<file path="src/rtl/seq_pkg.sv">
// Shared types for the result collector: FSM state encoding, default counter
// width and the summary record carried by the output buffer.
package seq_pkg;

  localparam int unsigned CNT_W_DEFAULT = 8;

  typedef enum logic [0:0] {
    IDLE    = 1'b0,
    COLLECT = 1'b1
  } coll_state_e;

  // Summary of one burst; count fields sized for the widest supported CNT_W.
  typedef struct packed {
    logic [CNT_W_DEFAULT-1:0] hits;
    logic [CNT_W_DEFAULT-1:0] total;
    logic [CNT_W_DEFAULT-1:0] max_run;
    logic                     all_hit;
  } seq_summary_t;

endpackage : seq_pkg

</file>
<file path="src/rtl/sat_counter.sv">
// Saturating up-counter with synchronous clear.
// Ports: clk, rst (sync, active-high), clr (sync clear, wins over inc),
//        inc (count up by one, holds at all-ones), count (registered value).
module sat_counter #(
  parameter int unsigned CNT_W = 8
) (
  input  logic             clk,
  input  logic             rst,
  input  logic             clr,
  input  logic             inc,
  output logic [CNT_W-1:0] count
);

  localparam logic [CNT_W-1:0] CNT_MAX = '1;

  always_ff @(posedge clk) begin
    if (rst || clr) begin
      count <= '0;
    end else if (inc && (count != CNT_MAX)) begin
      count <= count + CNT_W'(1);
    end
  end

endmodule : sat_counter

</file>
<file path="src/rtl/seq_result_collector.sv">
// Collects bursts of 1-bit detector results into summary records
// (hits, total, longest hit run, all-hit flag) presented on a valid/ready
// port backed by a one-entry buffer. A record arriving while the buffer is
// still held is dropped and flagged on the sticky drop_err.
// Ports: clk, rst (sync, active-high); in_valid/in_data result stream;
//        out_ready from downstream; out_valid, out_hits, out_total,
//        out_max_run, out_all record outputs; drop_err sticky loss flag.
// CNT_W must not exceed seq_pkg::CNT_W_DEFAULT.
module seq_result_collector
  import seq_pkg::*;
#(
  parameter int unsigned CNT_W = CNT_W_DEFAULT
) (
  input  logic             clk,
  input  logic             rst,
  input  logic             in_valid,
  input  logic             in_data,
  input  logic             out_ready,
  output logic             out_valid,
  output logic [CNT_W-1:0] out_hits,
  output logic [CNT_W-1:0] out_total,
  output logic [CNT_W-1:0] out_max_run,
  output logic             out_all,
  output logic             drop_err
);

  localparam logic [CNT_W-1:0] CNT_MAX = '1;

  coll_state_e      state, state_nxt;
  logic             burst_end_c;
  logic             hit_c, miss_c;
  logic [CNT_W-1:0] total_cnt, hits_cnt, cur_run;
  logic [CNT_W-1:0] run_next_c;
  logic [CNT_W-1:0] max_run;
  logic             all_flag;
  seq_summary_t     new_rec_c;
  seq_summary_t     out_rec;

  assign hit_c  = in_valid && in_data;
  assign miss_c = in_valid && !in_data;

  // State register
  always_ff @(posedge clk) begin
    if (rst) state <= IDLE;
    else     state <= state_nxt;
  end

  // Next state; a burst ends on the first idle cycle seen in COLLECT
  always_comb begin
    state_nxt   = state;
    burst_end_c = 1'b0;
    case (state)
      IDLE: begin
        if (in_valid) state_nxt = COLLECT;
      end
      COLLECT: begin
        if (!in_valid) begin
          state_nxt   = IDLE;
          burst_end_c = 1'b1;
        end
      end
      default: state_nxt = IDLE;
    endcase
  end

  sat_counter #(.CNT_W(CNT_W)) u_total (
    .clk(clk), .rst(rst), .clr(burst_end_c), .inc(in_valid), .count(total_cnt)
  );

  sat_counter #(.CNT_W(CNT_W)) u_hits (
    .clk(clk), .rst(rst), .clr(burst_end_c), .inc(hit_c), .count(hits_cnt)
  );

  sat_counter #(.CNT_W(CNT_W)) u_cur_run (
    .clk(clk), .rst(rst), .clr(burst_end_c || miss_c), .inc(hit_c), .count(cur_run)
  );

  // Run length this hit would produce, saturated like the counter itself
  assign run_next_c = (cur_run == CNT_MAX) ? cur_run : cur_run + CNT_W'(1);

  // Longest run and all-hit tracking for the burst in progress
  always_ff @(posedge clk) begin
    if (rst || burst_end_c) begin
      max_run  <= '0;
      all_flag <= 1'b1;
    end else begin
      if (hit_c && (run_next_c > max_run)) max_run <= run_next_c;
      if (miss_c) all_flag <= 1'b0;
    end
  end

  always_comb begin
    new_rec_c         = '0;
    new_rec_c.hits    = CNT_W_DEFAULT'(hits_cnt);
    new_rec_c.total   = CNT_W_DEFAULT'(total_cnt);
    new_rec_c.max_run = CNT_W_DEFAULT'(max_run);
    new_rec_c.all_hit = all_flag && (total_cnt != '0);
  end

  // One-entry output buffer; a completing burst may replace a record that is
  // being accepted on the same edge, otherwise it is lost while one is held
  always_ff @(posedge clk) begin
    if (rst) begin
      out_rec   <= '0;
      out_valid <= 1'b0;
      drop_err  <= 1'b0;
    end else if (burst_end_c) begin
      if (!out_valid || out_ready) begin
        out_rec   <= new_rec_c;
        out_valid <= 1'b1;
      end else begin
        drop_err  <= 1'b1;
      end
    end else if (out_valid && out_ready) begin
      out_valid <= 1'b0;
    end
  end

  assign out_hits    = CNT_W'(out_rec.hits);
  assign out_total   = CNT_W'(out_rec.total);
  assign out_max_run = CNT_W'(out_rec.max_run);
  assign out_all     = out_rec.all_hit;

endmodule : seq_result_collector
</file>
<file path="config.mk">
export PLATFORM = sky130hd
export DESIGN_NAME = seq_result_collector
export DESIGN_NICKNAME = d
export VERILOG_FILES = /design/src/rtl/seq_pkg.sv /design/src/rtl/sat_counter.sv /design/src/rtl/seq_result_collector.sv
export SDC_FILE = /design/constraint.sdc
export NUM_CORES = 1
export LEC_CHECK = 0
export ABC_AREA = 1
export ABC_CLOCK_PERIOD_IN_PS = 2080
export CORE_MARGIN = 2
export CORE_UTILIZATION = 45
export DETAILED_ROUTE_END_ITERATION = 8
export PLACE_DENSITY = 0.69
export REMOVE_ABC_BUFFERS = 1
export SLEW_MARGIN = 30
export SYNTH_ARGS = -nofsm -noshare
export SYNTH_HDL_FRONTEND = slang
export SYNTH_SLANG_ARGS = --single-unit
</file>
<file path="constraint.sdc">
create_clock -name clk -period 2.08 [get_ports clk]
set_input_delay 0.624 -clock clk [delete_from_list [all_inputs] [get_ports clk]]
set_output_delay 0.624 -clock clk [all_outputs]
set_load 0.05 [all_outputs]
</file>
==> results by group <==
Status
  – Status: complete, but fails checks
  – Failing checks: negative setup slack

Setup path
  – WS Path Type: reg2reg
  – R2R depth: 16
  – CP Launch Type: register
  – CP endpoint kind: register
  – CP Max Fanout: 7
  – CP arrival: 2.39 ns
  – Worst Path Required: 2.31 ns

Detailed routing
  – Routed length per instance: 13.2 µm
  – Router iterations before antenna repair: 4
  – Via density: 5.11
  – Routed Antenna Nets: 0
  – First DRT Iteration DRCs: around 120
  – Total Wirelength: 7170 µm
  – Vias post-DR: 2777
  – Drt drc: 0

Clocking
  – Clk_lat worst skew: between 0.3 and 0.4 ns
  – Hold Buf Count CTS: 0
  – CTS tree: built
  – Clock Tree Buf Depth: 2
  – Clk sink count: 61
  – H-tree levels: 3
  – Reg clk slew, reported paths: 0.07 ns
  – Clk root buf: clkbuf_8
  – CTS Buf Count: 9

STA
  – RSZ-0062 raised after global routing: true
  – Final worst setup slack: -0.0760 ns
  – Final setup fails: 7
  – Post-layout min period: around 2.2 ns
  – Final Cycle Share: 1.04
  – Max Clk Rate: 464 MHz
  – Slew Limit Fails: 0
  – Worst slew pin tran: 0.465 ns
  – Final hold slack: 0.468 ns
  – Slew margin rel.: 0.688
  – Setup Skew: 0.00783 ns
  – Setup TNS: -0.386 ns
  – Final Hold Vio Count: 0

Synthesis
  – Synth Cell Area: 2880 µm²
  – Synth cell types: 32
  – Post-synthesis sequential area ratio: 0.424
  – Async SR Flop Fraction: 0
  – Synthesized instance count: roughly 400
  – Post-Syn Area per Cell: 7.26 µm²
  – Post-synth EDFFs: 0
  – Post-synth top flop: dfxtp_1
  – Synth warn: 0
  – Synth Register Bits: 61

Hold path
  – Hold crit path type: reg2reg
  – Worst Hold Depth: 2

Finish
  – Layout cells sized above 1: 0.322
  – Diode count: 0
  – Commonest non-fill, non-tap cell in the layout: nand2_1
  – FF/Latch Area: 1230 µm²
  – Area of the multi-input gates: 1730 µm²
  – Final Net Count: between 400 and 500
  – Synth-to-layout area growth: 40.0%
  – Cell area after layout: 4030 µm²
  – Most frequent cells in the layout: nand2_1, dfxtp_1, buf_4
  – # fillers: 560

Placed design
  – Pre-CTS setup slack: -0.262 ns
  – Post-DP Area: between 3000 and 4000 µm²
  – I/O Buffers: 31
  – Dpl hpwl: 4630 µm
  – Final GP Congestion: 0.901

Floorplan
  – Die Ht: approximately 84 µm
  – Initial Util: 0.459
  – Die ar.: 7060 µm²
  – Row count: 29
  – Horiz. Die Dim: 84.0 µm
  – IO Pins: 32
  – Core area: 6280 µm²

Global routing
  – Vias in the first global route: about 2700
  – First-pass GRT wire length: around 12000 µm
  – Largest net degree at the start of global routing: 27
  – Initial antenna violation count: 0
  – GRT Util Overall: 0.212
  – GR Overflow Total: 0

Flow run
  – # Max-Cap Violations: 0

Power
  – Leakage power: 1.77 nW
  – Pwr/cell area: 786 nW/µm²
  – Total power: 3.17 mW
  – Maximum VDD drop: 0.000477 V
layout make-up:
class / instances / area share
inverter: 50 / 0.0490
sequential: 61 / 0.306
clock buffer: 12 / 0.0410
clock inverter: 3 / 0.0168
tap: 77 / 0.0239
timing repair buffer: 64 / 0.136
multi-input combinational: 276 / 0.428
path summary, 6_finish.rpt:
check,startpoint,end,slack (ns)
max,u_cur_run.count[1],max_run[1],-0.08
min,u_total.count[5],u_total.count[5],0.47
max reg2reg,u_cur_run.count[1],max_run[1],-0.08
min reg2reg,u_total.count[5],u_total.count[5],0.47
power breakdown:
group / leakage [nW] / total (mW) / switching, mW / internal (mW)
Combinational: 1.15 / 0.670 / 0.406 / 0.263
Sequential: 0.500 / 1.27 / 0.0413 / 1.23
Clock: 0.115 / 1.23 / 0.465 / 0.766
sequential cells by signal (all words and copies together), names as in the netlist:
signal and cells:
out_hits 8, out_max_run 8, state 1, u_hits.count 8, drop_err 1, out_all 1
all_flag 1, u_total.count 8, u_cur_run.count 8, out_valid 1, max_run 8, out_total 8
layer usage:
layer / up-vias / GRT usage / part of all wire
met2: 61 / 0.352 / 0.48
met3: 19 / 0.0346 / 0.030
met5: - / 0 / 0
met1: 1279 / 0.262 / 0.46
met4: 0 / 0.113 / 0.030
li1: 1418 / - / -
per-stage QoR:
| step | std cells | utilization |
|---|---|---|
| 6_report | 543 | 0.642 |
| 5_1_grt | 543 | 0.642 |
| 4_1_cts | 541 | 0.619 |
| 3_5_place_dp | 522 | 0.543 |
| 3_3_place_gp | 522 | 0.543 |
| 2_1_floorplan | 387 | - |
worst max-delay path, stage by stage, from the launching register on:
cell and delay [ns]:
dfxtp_4 0.36, ha_4 0.17, nand2_4 0.08, inv_2 0.06, nor2_1 0.25, nor2_4 0.07
inv_1 0.06, ha_1 0.22, nand2_1 0.11, inv_1 0.06, nand2_1 0.06, nand2_1 0.07
nand2_2 0.09, nand2_4 0.07, buf_6 0.14, a21oi_2 0.12, nor2_1 0.06
synthesized netlist by cell type, types with 2 or more instances:
master / number / area share
ha_1: 12 / 0.052
nand2_1: 73 / 0.095
clkbuf_1: 3 / 0.0039
buf_2: 6 / 0.010
nand3_1: 21 / 0.036
a21oi_1: 44 / 0.076
nand4_1: 4 / 0.0087
nand3b_1: 3 / 0.0078
a21oi_2: 2 / 0.0061
a31oi_1: 2 / 0.0043
nand2_2: 7 / 0.015
a211oi_1: 2 / 0.0052
dfxtp_1: 61 / 0.42
inv_2: 3 / 0.0039
inv_1: 45 / 0.059
xor2_1: 5 / 0.015
nor2_1: 51 / 0.066
o21ai_0: 35 / 0.061
nor2_2: 3 / 0.0065
xnor2_1: 2 / 0.0061
o21bai_1: 2 / 0.0052
what timing repair did:
| action | 4_1_cts | 5_1_grt |
|---|---|---|
| gates resized for setup | 52 | 31 |
| pin swaps | 26 | 17 |
| endpoints found under the setup margin | 8 | 8 |
| setup buffers | 4 | 2 |
kinds of logic after synthesis:
group,after synthesis,share of synthesized area
adder cells (fa/ha/maj),12,0.0521
buffers and inverters,60,0.0830
XOR/XNOR,7,0.0213
AO/OA/AOI/OAI,90,0.169
AND/OR/NAND/NOR,167,0.251
flip-flops,61,0.424
No activity file was read; power rests on OpenSTA's default activity.
